**config.mk**
```make
export PLATFORM = sky130hd
export DESIGN_NAME = execute_shift_left_seq
export DESIGN_NICKNAME = d
export VERILOG_FILES = /design/src/rtl/execute_shift_left_seq.sv
export SDC_FILE = /design/constraint.sdc
export NUM_CORES = 1
export LEC_CHECK = 0
export ABC_AREA = 0
export CAP_MARGIN = 20
export CORE_ASPECT_RATIO = 0.9
export CORE_MARGIN = 2
export CORE_UTILIZATION = 44
export DETAILED_ROUTE_END_ITERATION = 10
export PLACE_DENSITY_LB_ADDON = 0.08
export SLEW_MARGIN = 20
export SYNTH_ARGS = -nofsm -noshare
export SYNTH_HDL_FRONTEND = slang
export SYNTH_SLANG_ARGS = --single-unit
```
**constraint.sdc**
```tcl
create_clock -name clock -period 3.63 [get_ports clock]
set_clock_uncertainty 0.05 [all_clocks]
set_input_delay 0.726 -clock clock [delete_from_list [all_inputs] [get_ports clock]]
set_output_delay 0.726 -clock clock [all_outputs]
set_load 0.05 [all_outputs]
```
**src/rtl/execute_shift_left_seq.sv**
```systemverilog
// execute_shift_left_seq: iterative SHL/SAL, ROL and RCL execution unit with
// x86 CF/OF semantics and valid/ready handshakes on the request and result sides.
// A request is latched on accept. The SHIFT state then walks the single-bit
// steps, and DONE presents the result until the consumer takes it.
// Optional build macro EXECUTE_SHIFT_LEFT_SINGLE_CYCLE_EN: SHIFT completes all
// steps in one cycle and STEP is ignored.
module execute_shift_left_seq #(
    parameter int BIT_WIDTH = 32,
    parameter int STEP      = 1
) (
    input  logic                 clock,
    input  logic                 reset,
    input  logic                 in_valid,
    output logic                 in_ready,
    input  logic [1:0]           in_op,
    input  logic [1:0]           in_size,
    input  logic [BIT_WIDTH-1:0] in_operand,
    input  logic [7:0]           in_count,
    input  logic                 in_cf,
    output logic                 out_valid,
    input  logic                 out_ready,
    output logic [BIT_WIDTH-1:0] out_result,
    output logic                 out_cf,
    output logic                 out_of,
    output logic                 out_cf_we,
    output logic                 out_of_we
);

`ifdef EXECUTE_SHIFT_LEFT_SINGLE_CYCLE_EN
    localparam int LP_SPC = BIT_WIDTH;
`else
    localparam int LP_SPC = STEP;
`endif

    localparam logic [1:0] LP_OP_SHL = 2'd0;
    localparam logic [1:0] LP_OP_ROL = 2'd1;
    localparam logic [1:0] LP_OP_RCL = 2'd2;

    typedef enum logic [1:0] {
        ST_IDLE  = 2'd0,
        ST_SHIFT = 2'd1,
        ST_DONE  = 2'd2
    } state_t;

    state_t               r_state;
    state_t               w_state_nxt;
    logic [BIT_WIDTH-1:0] r_val;
    logic                 r_cf;
    logic [1:0]           r_op;
    logic [1:0]           r_size;
    logic [4:0]           r_c;
    logic [4:0]           r_rem;
    logic [BIT_WIDTH-1:0] w_val_nxt;
    logic                 w_cf_nxt;
    logic [4:0]           w_rem_nxt;
    logic [4:0]           w_c;
    logic [4:0]           w_n;
    logic                 w_accept;
    logic                 w_unused_cnt;

    // Mask of the bits that belong to the selected operand size.
    function automatic logic [BIT_WIDTH-1:0] f_mask(input logic [1:0] size);
        case (size)
            2'd0:    return BIT_WIDTH'(32'h0000_00FF);
            2'd1:    return BIT_WIDTH'(32'h0000_FFFF);
            default: return {BIT_WIDTH{1'b1}};
        endcase
    endfunction

    // Most significant bit of the value at the selected operand size.
    function automatic logic f_msb(input logic [BIT_WIDTH-1:0] val, input logic [1:0] size);
        case (size)
            2'd0:    return val[7];
            2'd1:    return val[15];
            default: return val[BIT_WIDTH-1];
        endcase
    endfunction

    // Effective step count: rotates wrap at size (ROL) or size+1 (RCL).
    function automatic logic [4:0] f_eff_count(input logic [1:0] op, input logic [1:0] size,
                                               input logic [4:0] c);
        logic [4:0] n;
        n = c;
        if (op == LP_OP_ROL) begin
            case (size)
                2'd0:    n = c & 5'h07;
                2'd1:    n = c & 5'h0F;
                default: n = c;
            endcase
        end else if (op == LP_OP_RCL) begin
            case (size)
                2'd0:    n = c % 5'd9;
                2'd1:    n = c % 5'd17;
                default: n = c;
            endcase
        end
        return n;
    endfunction

    // One single-bit left step. Returns {new CF, new value}.
    function automatic logic [BIT_WIDTH:0] f_step(input logic [BIT_WIDTH-1:0] val, input logic cf,
                                                  input logic [1:0] op, input logic [1:0] size);
        logic                 msb;
        logic                 lsb;
        logic [BIT_WIDTH-1:0] sh;
        msb = f_msb(val, size);
        case (op)
            LP_OP_ROL: lsb = msb;
            LP_OP_RCL: lsb = cf;
            default:   lsb = 1'b0;
        endcase
        sh = {val[BIT_WIDTH-2:0], lsb} & f_mask(size);
        return {msb, sh};
    endfunction

    assign w_c          = in_count[4:0];
    assign w_unused_cnt = ^in_count[7:5];
    assign w_n          = f_eff_count(in_op, in_size, w_c);
    assign w_accept     = in_valid && (r_state == ST_IDLE);

    // Apply up to LP_SPC single-bit steps this cycle, limited by the steps remaining.
    always_comb begin
        w_val_nxt = r_val;
        w_cf_nxt  = r_cf;
        for (int i = 0; i < LP_SPC; i++) begin
            if (i < int'(r_rem)) begin
                {w_cf_nxt, w_val_nxt} = f_step(w_val_nxt, w_cf_nxt, r_op, r_size);
            end
        end
        if (int'(r_rem) <= LP_SPC) begin
            w_rem_nxt = 5'd0;
        end else begin
            w_rem_nxt = r_rem - 5'(LP_SPC);
        end
    end

    // State register; reset discards any in-flight operation.
    always_ff @(posedge clock) begin
        if (reset) begin
            r_state <= ST_IDLE;
        end else begin
            r_state <= w_state_nxt;
        end
    end

    // Next-state and handshake/result outputs; results are only driven in DONE.
    always_comb begin
        w_state_nxt = r_state;
        in_ready    = 1'b0;
        out_valid   = 1'b0;
        out_result  = '0;
        out_cf      = 1'b0;
        out_of      = 1'b0;
        out_cf_we   = 1'b0;
        out_of_we   = 1'b0;
        case (r_state)
            ST_IDLE: begin
                in_ready = 1'b1;
                if (in_valid) begin
                    w_state_nxt = (w_n != 5'd0) ? ST_SHIFT : ST_DONE;
                end
            end
            ST_SHIFT: begin
                if (w_rem_nxt == 5'd0) begin
                    w_state_nxt = ST_DONE;
                end
            end
            ST_DONE: begin
                out_valid  = 1'b1;
                out_result = r_val;
                out_cf     = r_cf;
                out_of     = f_msb(r_val, r_size) ^ r_cf;
                out_cf_we  = (r_c != 5'd0);
                out_of_we  = (r_c == 5'd1);
                if (out_ready) begin
                    w_state_nxt = ST_IDLE;
                end
            end
            default: w_state_nxt = ST_IDLE;
        endcase
    end

    // Operand latch on accept, then iterate while in SHIFT.
    // The CF seed covers the no-op rotate cases: ROL reports operand bit 0, RCL keeps in_cf.
    always_ff @(posedge clock) begin
        if (w_accept) begin
            r_val  <= in_operand & f_mask(in_size);
            r_op   <= (in_op == 2'd3) ? LP_OP_SHL : in_op;
            r_size <= in_size;
            r_c    <= w_c;
            r_rem  <= w_n;
            case (in_op)
                LP_OP_ROL: r_cf <= in_operand[0];
                LP_OP_RCL: r_cf <= in_cf;
                default:   r_cf <= 1'b0;
            endcase
        end else if (r_state == ST_SHIFT) begin
            r_val <= w_val_nxt;
            r_cf  <= w_cf_nxt;
            r_rem <= w_rem_nxt;
        end
    end

endmodule

```
# Yosys cells after proc, flatten, opt, wreduce, memory -nomap -nowiden
# Index checks and enable logic that the tools add are counted.
# totals
ff_bits	49
input_bits	49
out_inout_bits	38
wordCells	73
# op_classes
n_addsub	1
div_mod_pow	2
n_lt_le_gt_ge	2
n_eq_ne	13
muxes	34
n_bitwise	3
n_reduce_logical	11
# op_table
operator	count
32-bit 2-to-1 mux	6
32-bit case mux with 2 select lines	2
32-bit AND	2
5-bit 2-to-1 mux	5
5-bit case mux with 2 select lines	2
1-bit 2-to-1 mux	11
2-bit by 1-bit == test with 1-bit output (second input constant)	5
5-bit nonzero test	2
2-bit == test (second input constant)	4
2-bit 2-to-1 mux	4
2-bit zero test	3
2-bit != test (second input constant)	3
1-bit case mux with 2 select lines	3
2-bit case mux with 3 select lines	1
5-bit by 1-bit == test with 1-bit output (second input constant)	1
5-bit by 1-bit <= comparator with 1-bit output (second input constant)	1
5-bit zero test	1
1-bit by 5-bit less-than comparator with 1-bit output (first input constant)	1
5-bit by 4-bit modulo with 5-bit output (second input constant)	1
5-bit by 5-bit modulo with 5-bit output (second input constant)	1
5-bit by 1-bit subtractor with 5-bit output (second input constant)	1
2-bit nonzero test	2
3-bit AND reduction	1
2-bit AND reduction	1
2 further kinds	2

# Depth between registers and ports, before layout
# Gate-level depths: netlist of run 1.
# depth
depth_word	8
depth_mapped	14

# Worst setup path before layout of run 1
# Ideal clock, no wire load.
# synth_path
kind	reg2reg
startpoint	register r_state[1]
endpoint	register r_cf, enable pin
setup_time_ns	0.443
arrival_ns	3.235
required_ns	3.137
setup_slack_ns	-0.098
path_stages_with_launch	5
synth_period_minus_slack_ns	3.728
cell_sequence	dfxtp_1 > nor2_1 > nand2_1 > clkbuf_1 > a31oi_1
# synth_via
elab_chain_cells	4
elab_cells_between_ends	6
cone_classes	eq/ne: 1; reduce/logical: 5
# synth_rtl
item	line_no	rtl
start: declaration	45	state_t r_state;
start signal: assignment	142	r_state <= w_state_nxt;
2-bit zero test	119	assign w_accept = in_valid && (r_state == ST_IDLE);
1-bit logical AND	119	
2-bit nonzero test (no source line)	n/a	
2-bit AND reduction (no source line) *	n/a	
end signal: assignment	193	LP_OP_ROL: r_cf <= in_operand[0];
end signal: assignment	194	LP_OP_RCL: r_cf <= in_cf;
end signal: assignment	199	r_cf <= w_cf_nxt;
end: declaration	48	logic r_cf;
# Mark *: on every way between the ends. The rest lies on a longest branch, timed or not.
# A chain may end at the register's enable or synchronous reset.

# Worst setup path in the final report of run 1
# layout_path
startpoint	input port in_size[0]
endpoint	register r_state[1]
# layout_via
elab_chain_cells	8
elab_cells_between_ends	10
cone_classes	eq/ne: 1; mux: 7; reduce/logical: 2
# layout_rtl
item	line_no	rtl
start: declaration	16	input logic [1:0] in_size,
2-bit by 1-bit == test with 1-bit output or 2-bit zero test (tied branches)	85, 91	
5-bit case mux with 2 select lines	91	case (size)
5-bit 2-to-1 mux	90	end else if (op == LP_OP_RCL) begin
5-bit 2-to-1 mux *	84	if (op == LP_OP_ROL) begin
5-bit nonzero test *	160	w_state_nxt = (w_n != 5'd0) ? ST_SHIFT : ST_DONE;
2-bit 2-to-1 mux *	160	
2-bit 2-to-1 mux *	159	if (in_valid) begin
2-bit case mux with 3 select lines *	156	case (r_state)
# Mark *: on every way between the ends. The rest lies on a longest branch, timed or not. The select of a mux whose other input is x is not followed.

==> metrics.txt, run 1 <==
outcome finished, final reports clean; Max Buffers Root-to-Sink 2; CTS HTree Levels 2; initial antenna violation count 0; Post-Syn Nets 389; count of cell types in the netlist 50; Hold EP r_val[1]; sw frac 38.55%; cells after synthesis 326; Pleak 1.845 nW; most common library cells after synthesis nand2_1 (49), edfxtp_1 (47), and2_1 (35), nand3_1 (35), nor2_1 (20); RR Endpoint r_state[1]; max-cap check violation count 0; yosys warns 0; clk_lat worst skew 0.31 ns; Synth area leader edfxtp_1; FF+latch count, synth 49; CP Data Arrival Time 3.72 ns; Critical-path top delay cell mux2_4; total track usage 20.03%; hold-critical path depth 2; Avg Cell Area, Syn 9.518 µm²; Clock Power Share 14.5%; slew margin rel. 61.24%; Final Hold Violating Endpoints 0; synth top area cells edfxtp_1 (45%), and2_1 (7.1%), nand2_1 (5.9%); WL/cell 14.49 µm; critical path cell sequence dlygate4sd2_1 -> nor2b_4 -> buf_4 -> ha_4 -> a22o_4 -> mux2_4 -> ha_4 -> a21o_1 -> a211oi_4 -> buf_4 -> nand2b_2 -> a32o_2 -> nor4_4 -> o311a_1; Total Neg Setup Slack 0 ns; vias 2,717; met2 Use GR 32.05%; Initial Util 44.77%; Slew @ Worst Pin 0.5793 ns; Synth top area share 45.48%; mapped cell area 3103 µm²; global-route wire length before repair 12.46 mm; final net count 493; Worst Path Required 3.83 ns; final core occ 63.71%; CP Class in -> reg; Hold Crit Start r_val[0]; vias in the first global route 2,628; Critical R2R Launch r_rem[0]; CP Capture Type flip-flop; GRT Residual Overflow 0; Worst Path Max Fanout 4; Rows 29; setup violators final 0; M3 GR Usage 3.704%; EDFF count, synth 47; WHS 0.4778 ns; post-DP HPWL 5.550 mm; largest net degree at the start of global routing 34; CTS Buf Count 5; sequential fraction of design power 44.0%; r2r setup slk 1.52 ns; CORE AREA 6930 µm²; Die Height 83.67 µm; startpoint types input pin; Int Pwr 1.427 mW; die area 7741 µm²; First DRT Iteration DRCs 152; CTS root buf clkbuf_8; fmax 283.8 MHz; total clock sinks 49; Via density 5.185; sequential area share after synthesis 46.77%; share of layout cells above drive strength 1 14.15%; count leader, synth nand2_1; final slew viol count 0; CTS tree done; asr flop ratio synth 0%; period utilization 97.07%; DRT antenna net count 0; IO buf count 83; busiest grt layer met2; Placer Congestion 0.8605; CTS clk-pin slew, worst paths 0.10 ns; Pre-antenna DRT Iters 4; FF-to-FF path depth 6; Worst VDD drop 0.2408 mV; met1 Usage GRT 28.23%; routed wire length 7.592 mm; most common flop cell mapped by yosys edfxtp_1; minimum clock period 3.524 ns; peak per-stage delay on the critical path 0.32 ns; HP Class reg -> reg; Pwr Density 526.0 nW/µm²; Comb power frac 41.5%; DRC violations left 0; Psw 0.8953 mW; Layout Area Growth over Synthesis 42.30%; Die W 92.52 µm; number of fill cells in the layout 584; I/O pins 87; diode count 0
routing by layer:
layer / vias to the layer above / wire length (µm)
li1: 1375 / -
met1: 1267 / 3517
met2: 68 / 3607
met3: 7 / 406
met4: 0 / 60
met5: - / 0
layout by cell type (no fill, tap or decap), types with 3 or more instances in the layout:
master,instances
and2_1,35
ha_1,11
inv_1,17
a21o_1,3
a21oi_1,12
xnor2_1,6
nand2_1,48
or3_1,3
nand3_1,35
buf_4,29
nor2_1,19
o21ai_0,5
a22o_1,8
clkbuf_8,5
dlymetal6s2s_1,4
clkdlybuf4s50_1,77
o31ai_1,3
nor3_1,6
edfxtp_1,47
ha_4,3
through the flow:
stage	power, mW	cells	setup slack [ns]	cell area [µm²]
after detailed placement	1.970	511	-0.4919	4194
final	2.323	524	0.1064	4415
after floorplan	1.633	326	0.05297	3118
after CTS	2.322	522	0.002188	4350
after global routing	2.473	524	-0.002027	4415
after global placement	1.946	511	-0.4235	4194
worst max-delay path, delay by kind of cell:
kind / cells / cell delay, ns
AO/OA/AOI/OAI: 5 / 1.20
buffers and inverters: 3 / 0.55
AND/OR/NAND/NOR: 3 / 0.49
adder cells (fa/ha/maj): 2 / 0.43
multiplexers: 1 / 0.32
power by group through the flow:
stage          sequential (mW)  combinational, mW  clock [mW]
2_1_floorplan            0.994              0.639           0
3_3_place_gp              1.02              0.924           0
3_5_place_dp              1.03              0.937           0
4_1_cts                   1.02              0.958       0.342
5_1_grt                   1.05               1.06       0.360
6_report                  1.02              0.965       0.336
sequential cells by signal (all words and copies together) (netlist names):
register  cells
r_val        32
r_c           5
r_rem         5
r_op          2
r_size        2
r_state       2
r_cf          1
what timing repair did:
item                                    4_1_cts  5_1_grt
endpoints found under the hold margin         0        0
endpoints found under the setup margin        4        6
hold buffers                                  0        0
pin swaps                                     8       10
cloned                                        0        0
resized for setup                            10       11
buffers inserted                              3        2
cell type report:
cell class / count / area [µm²] / area share (%)
clock buffer: 5 / 68.82 / 1.559
clock inverter: 3 / 26.28 / 0.5951
inverter: 18 / 67.56 / 1.530
multi-input combinational: 243 / 1618 / 36.64
sequential: 49 / 1451 / 32.87
tap: 93 / 116.4 / 2.635
timing repair buffer: 113 / 1067 / 24.17
worst max path at each step:
stage / endpoint / start / depth (start not counted)
floorplan: r_state[1] / in_size[0] / 13
global placement: r_state[1] / in_size[0] / 14
detailed placement: r_state[1] / in_size[0] / 14
CTS: r_state[1] / in_count[2] / 13
global route: r_state[1] / in_size[0] / 14
finish: r_state[1] / in_size[0] / 14
kinds of logic after synthesis:
logic type	synth area share, %
buf+inv	4.355
fa+ha+maj	5.645
simple gates	26.05
xor+xnor	1.976
compound gates	13.83
mux	1.371
flops	46.77
Power figures use the tool's default switching activity.
==> run 2, diff against run 1 <==
--- a/config.mk
+++ b/config.mk
@@ -7,5 +7,5 @@
 export LEC_CHECK = 0
 export ABC_AREA = 0
-export CAP_MARGIN = 20
+export CAP_MARGIN = 40
 export CORE_ASPECT_RATIO = 0.9
 export CORE_MARGIN = 2
==> constraint.sdc (replaced) <==
create_clock -name clock -period 3.63 [get_ports clock]
set_clock_uncertainty 0.05 [all_clocks]
set_input_delay 0.9075 -clock clock [delete_from_list [all_inputs] [get_ports clock]]
set_output_delay 0.9075 -clock clock [all_outputs]
set_load 0.05 [all_outputs]
==> run 2 against run 1 <==
Non-clock buffer count grew 10; fmax grew 1.0%; sequential power is essentially flat; core utilization grew 1.1 points; critical endpoint unchanged; global-route usage grew 0.054 points; largest power group unchanged; worst hold slack gained 0.0096 ns; critical path depth shrank 2; worst setup slack gained 0.035 ns; flip-flop and latch count is the same; clock power shrank 4%.
==> metrics.txt, run 2 (synthesis gave the netlist of run 1 again) <==
outcome finished, final reports clean; total track usage 20.08%; Worst VDD drop 0.2421 mV; First DRT Iteration DRCs 118; CTS clk-pin slew, worst paths 0.08 ns; dpl ws -0.6134 ns; top flop regs r_val: 32 flops, r_c: 5 flops, r_rem: 5 flops; commonest cells after routing, fill and taps aside clkdlybuf4s50_1 (77), nand2_1 (48), edfxtp_1 (47), buf_4 (39); global-route wire length before repair 12.58 mm; slew margin rel. 61.24%; CP Capture Type flip-flop; Top reg by flops r_val; total clock sinks 49; largest net degree at the start of global routing 38; Post-Layout Inst Area 4493 µm²; DRT antenna net count 0; final core occ 64.83%; Pwr Density 521.8 nW/µm²; WL/cell 14.69 µm; commonest non-fill, non-tap cell in the layout clkdlybuf4s50_1; Final Power 2.344 mW; I/O pins 87; Via density 5.215; Worst Path Required 3.76 ns; clk_lat worst skew 0.31 ns; routed wire length 7.846 mm; post-DP HPWL 5.505 mm; CTS root buf clkbuf_8; setup violators final 0; RSZ-0062 raised after global routing false; share of layout cells above drive strength 1 17.91%; vias 2,785; Post-CTS Hold Buffers 0; Die Height 83.67 µm; Worst Path Max Fanout 4; Final Hold Violating Endpoints 0; minimum clock period 3.489 ns; initial antenna violation count 0; period utilization 96.11%; Rows 29; CORE AREA 6930 µm²; die area 7741 µm²; number of fill cells in the layout 566; fmax 286.6 MHz; CTS HTree Levels 2; CTS Buf Count 5; Die W 92.52 µm; Placer Congestion 0.8026; GRT Residual Overflow 0; Max Buffers Root-to-Sink 2; Pre-antenna DRT Iters 4; CP Data Arrival Time 3.62 ns; vias in the first global route 2,633; Placed Area 4254 µm²; Initial Util 44.77%; DRC violations left 0; IO buf count 83; Largest register FFs 32; final slew viol count 0; diode count 0; Layout Area Growth over Synthesis 44.80%; CP Class in -> reg; final net count 503; Pleak 1.876 nW; Slew @ Worst Pin 0.5770 ns; max-cap check violation count 0; HP Class reg -> reg; worst setup margin 0.1413 ns; startpoint types input pin; CTS tree done
run 2: changes by cell type in the layout (fill, tap and decap cells not counted), moves of 2 or more:
cell and change:
clkbuf_2 +3, buf_4 +10, dlymetal6s2s_1 -4, buf_2 +2, clkinvlp_4 -2
run 2: path summary, 6_finish.rpt:
path / from / end / slack [ns] / cells after the start
min reg2reg: r_val[2] / r_val[3] / 0.49 / 2
min: r_val[2] / r_val[3] / 0.49 / 2
max reg2reg: r_rem[0] / r_state[1] / 1.50 / 6
max: in_count[2] / r_state[1] / 0.14 / 12
run 2: metrics by stage:
| stage | hold slack (ns) | std cells | TNS (ns) |
|---|---|---|---|
| after detailed placement | 0.4712 | 517 | -3.335 |
| final | 0.4874 | 534 | 0 |
| after global placement | 0.4701 | 517 | -2.971 |
| after global routing | 0.5194 | 534 | 0 |
| after CTS | 0.4916 | 532 | 0 |
| after floorplan | 0.4576 | 326 | -0.09720 |
run 2: critical path, cell delays in order:
cell      delay, ns
clkbuf_2       0.09
or3_4          0.39
a22o_4         0.28
mux2_4         0.32
ha_4           0.30
nand2_4        0.05
a211oi_4       0.26
a211oi_4       0.09
or3_1          0.37
a21oi_4        0.19
nor4_4         0.07
o311a_1        0.30
run 2: layer usage:
metal / part of all wire, % / track usage, % / up-vias
met2: 46 / 32.25 / 93
met4: 0.61 / 3.935 / 0
li1: - / - / 1387
met1: 47 / 28.77 / 1301
met5: 0 / 0 / -
met3: 6.0 / 3.523 / 4
run 2: layout make-up:
cell class | instances | area [µm²] | share of cell area (%)
clock inverter | 2 | 13.76 | 0.3063
clock buffer | 6 | 72.57 | 1.615
inverter | 18 | 67.56 | 1.504
timing repair buffer | 123 | 1109 | 24.67
multi-input combinational | 243 | 1663 | 37.01
tap | 93 | 116.4 | 2.590
sequential | 49 | 1451 | 32.30
run 2: power breakdown:
part | switching, mW | internal, mW
registers | 0.115 | 0.902
clock network | 0.185 | 0.138
logic | 0.598 | 0.407
total | 0.898 | 1.45
run 2: what timing repair did:
action / CTS / global route
endpoints found under the setup margin: 7 / 6
gates resized for setup: 26 / 12
pin swaps: 13 / 9
buffers inserted: 7 / 2
cloned: 0 / 0
==> patch (settings of run 2) <==
Make the reset (`reset`) asynchronous in one clocked block.
--- a/src/rtl/execute_shift_left_seq.sv
+++ b/src/rtl/execute_shift_left_seq.sv
@@ -136,5 +136,5 @@
 
     // State register; reset discards any in-flight operation.
-    always_ff @(posedge clock) begin
+    always_ff @(posedge clock or posedge reset) begin
         if (reset) begin
             r_state <= ST_IDLE;
Formal check against the unedited RTL: differs if reset is asserted again (counterexample within 4 cycles, from zero or initial values and one cycle with reset high); with reset held inactive, the same outputs for 10 cycles.
==> patch against run 2 <==
Worst setup slack better by 54 ps; via count is 5.5% lower; hold slack better by 10 ps; core utilization is 3.2 points higher; sequential cell count stayed put; final area is 1.3% higher; sequential share of layout area is 0.18 points lower; combinational power is 24% higher; routed wire length is 3.8% lower; synthesized area is 0.77% lower; total power is 16% higher.
==> patch: results (changes against run 2) <==
- Status: finished, final reports clean (unchanged)
- FF+latch area: 1460 µm² (was 1450 µm²)
- Crit Reg-Reg Startpoint: r_state[1]$_DFFE_PP0P_ (was r_rem[0]$_DFFE_PP_)
- Mux contribution to synthesized area: 0.0163 (was 0.0137)
- Peak VDD IR: 0.327 mV (was 0.242 mV)
- Largest net degree at the start of global routing: 36 (was 38)
- Inverter count: 19 (was 18)
- Repair and plain buffers: 130 (was 123)
- Worst R2R Path Depth: 4 (was 6)
- WHS Endpoint: r_val[5]$_DFFE_PP_ (was r_val[3]$_DFFE_PP_)
- First-pass GRT wire length: 12.3 mm (was 12.6 mm)
- Post-Synth Adder-Cell Area: 0.0569 (was 0.0565)
- DR vias: 2632 (was 2785)
- Worst hold slack: 497 ps (was 487 ps)
- Non-clk buf share: 0.255 (was 0.247)
- Synth Net Count: 358 (was 389)
- Top post-synthesis cells by area: edfxtp_1 (46%), and2_1 (7.3%), a22o_1 (6.8%), ha_1 (5.7%), nand2_1 (4.0%) (was edfxtp_1 (45%), and2_1 (7.1%), nand2_1 (5.9%), ha_1 (5.6%), nand3_1 (5.6%))
- Post-synthesis async set-or-reset flop share: 0.0408 (was 0)
- Iter 0 DRT Violations: 111 (was 118)
- Placer Congestion: 0.819 (was 0.803)
- Crit path to: r_state[1]$_DFFE_PP0P_ (was r_state[1]$_SDFFE_PP0P_)
- Nets: 483 (was 503)
- GRT Util Overall: 0.196 (was 0.201)
- Vias in the first global route: 2534 (was 2633)
- Worst-margin pin slew: 662 ps (was 577 ps)
- Clock-cell share: 0.0190 (was 0.0192)
- Min-delay src: r_val[4]$_DFFE_PP_ (was r_val[2]$_DFFE_PP_)
- Clock Latency Late Sink: 290 ps (was 310 ps)
- Reg2reg end: r_val[20]$_DFFE_PP_ (was r_state[1]$_SDFFE_PP0P_)
- Post-Synth XOR/XNOR Area: 0.0142 (was 0.0198)
- WL final: 7.55 mm (was 7.85 mm)
- Distinct cells, synth: 54 (was 50)
- Critical path fanouts, max: 5 (was 4)
- Net Sw Frac: 0.391 (was 0.383)
- Filler cells: 547 (was 566)
- Clk pwr share: 0.115 (was 0.138)
- Post-cts resize count: 17 (was 26)
- Footprint of the multi-input gates: 1660 µm² (about the same)
- Leakage power: 1.85 nW (was 1.88 nW)
## patch: cell types whose count changed after synthesis, sizes merged, moves of 3 or more
cell,change
a21o,-3
a21oi,-7
a22o,+16
clkbuf,-5
mux2i,+3
nand2,-15
nand3,-34
nor2b,+6
o211ai,+3
o21ai,+5
## patch: per-layer routing
metal	GRT usage	wire length [µm]	up-vias
li1	-	-	1321
met1	0.275	3540	1229
met2	0.323	3550	72
met3	0.0272	362	10
met4	0.0475	99	0
met5	0	0	-
## patch: power by group through the flow
stage               sequential [W]  combinational, W  clock (W)
floorplan                  0.00113          0.000823          0
global placement           0.00117           0.00118          0
detailed placement         0.00118           0.00120          0
CTS                        0.00117           0.00124   0.000322
global route               0.00121           0.00135   0.000346
finish                     0.00117           0.00124   0.000312
## patch: per-stage QoR
step	setup WS (ps)	area, µm²	instances
final	195	4550	511
after global routing	61.4	4550	511
after CTS	41.5	4500	508
after detailed placement	-684	4310	493
after global placement	-635	4310	493
after floorplan	13.2	3130	295
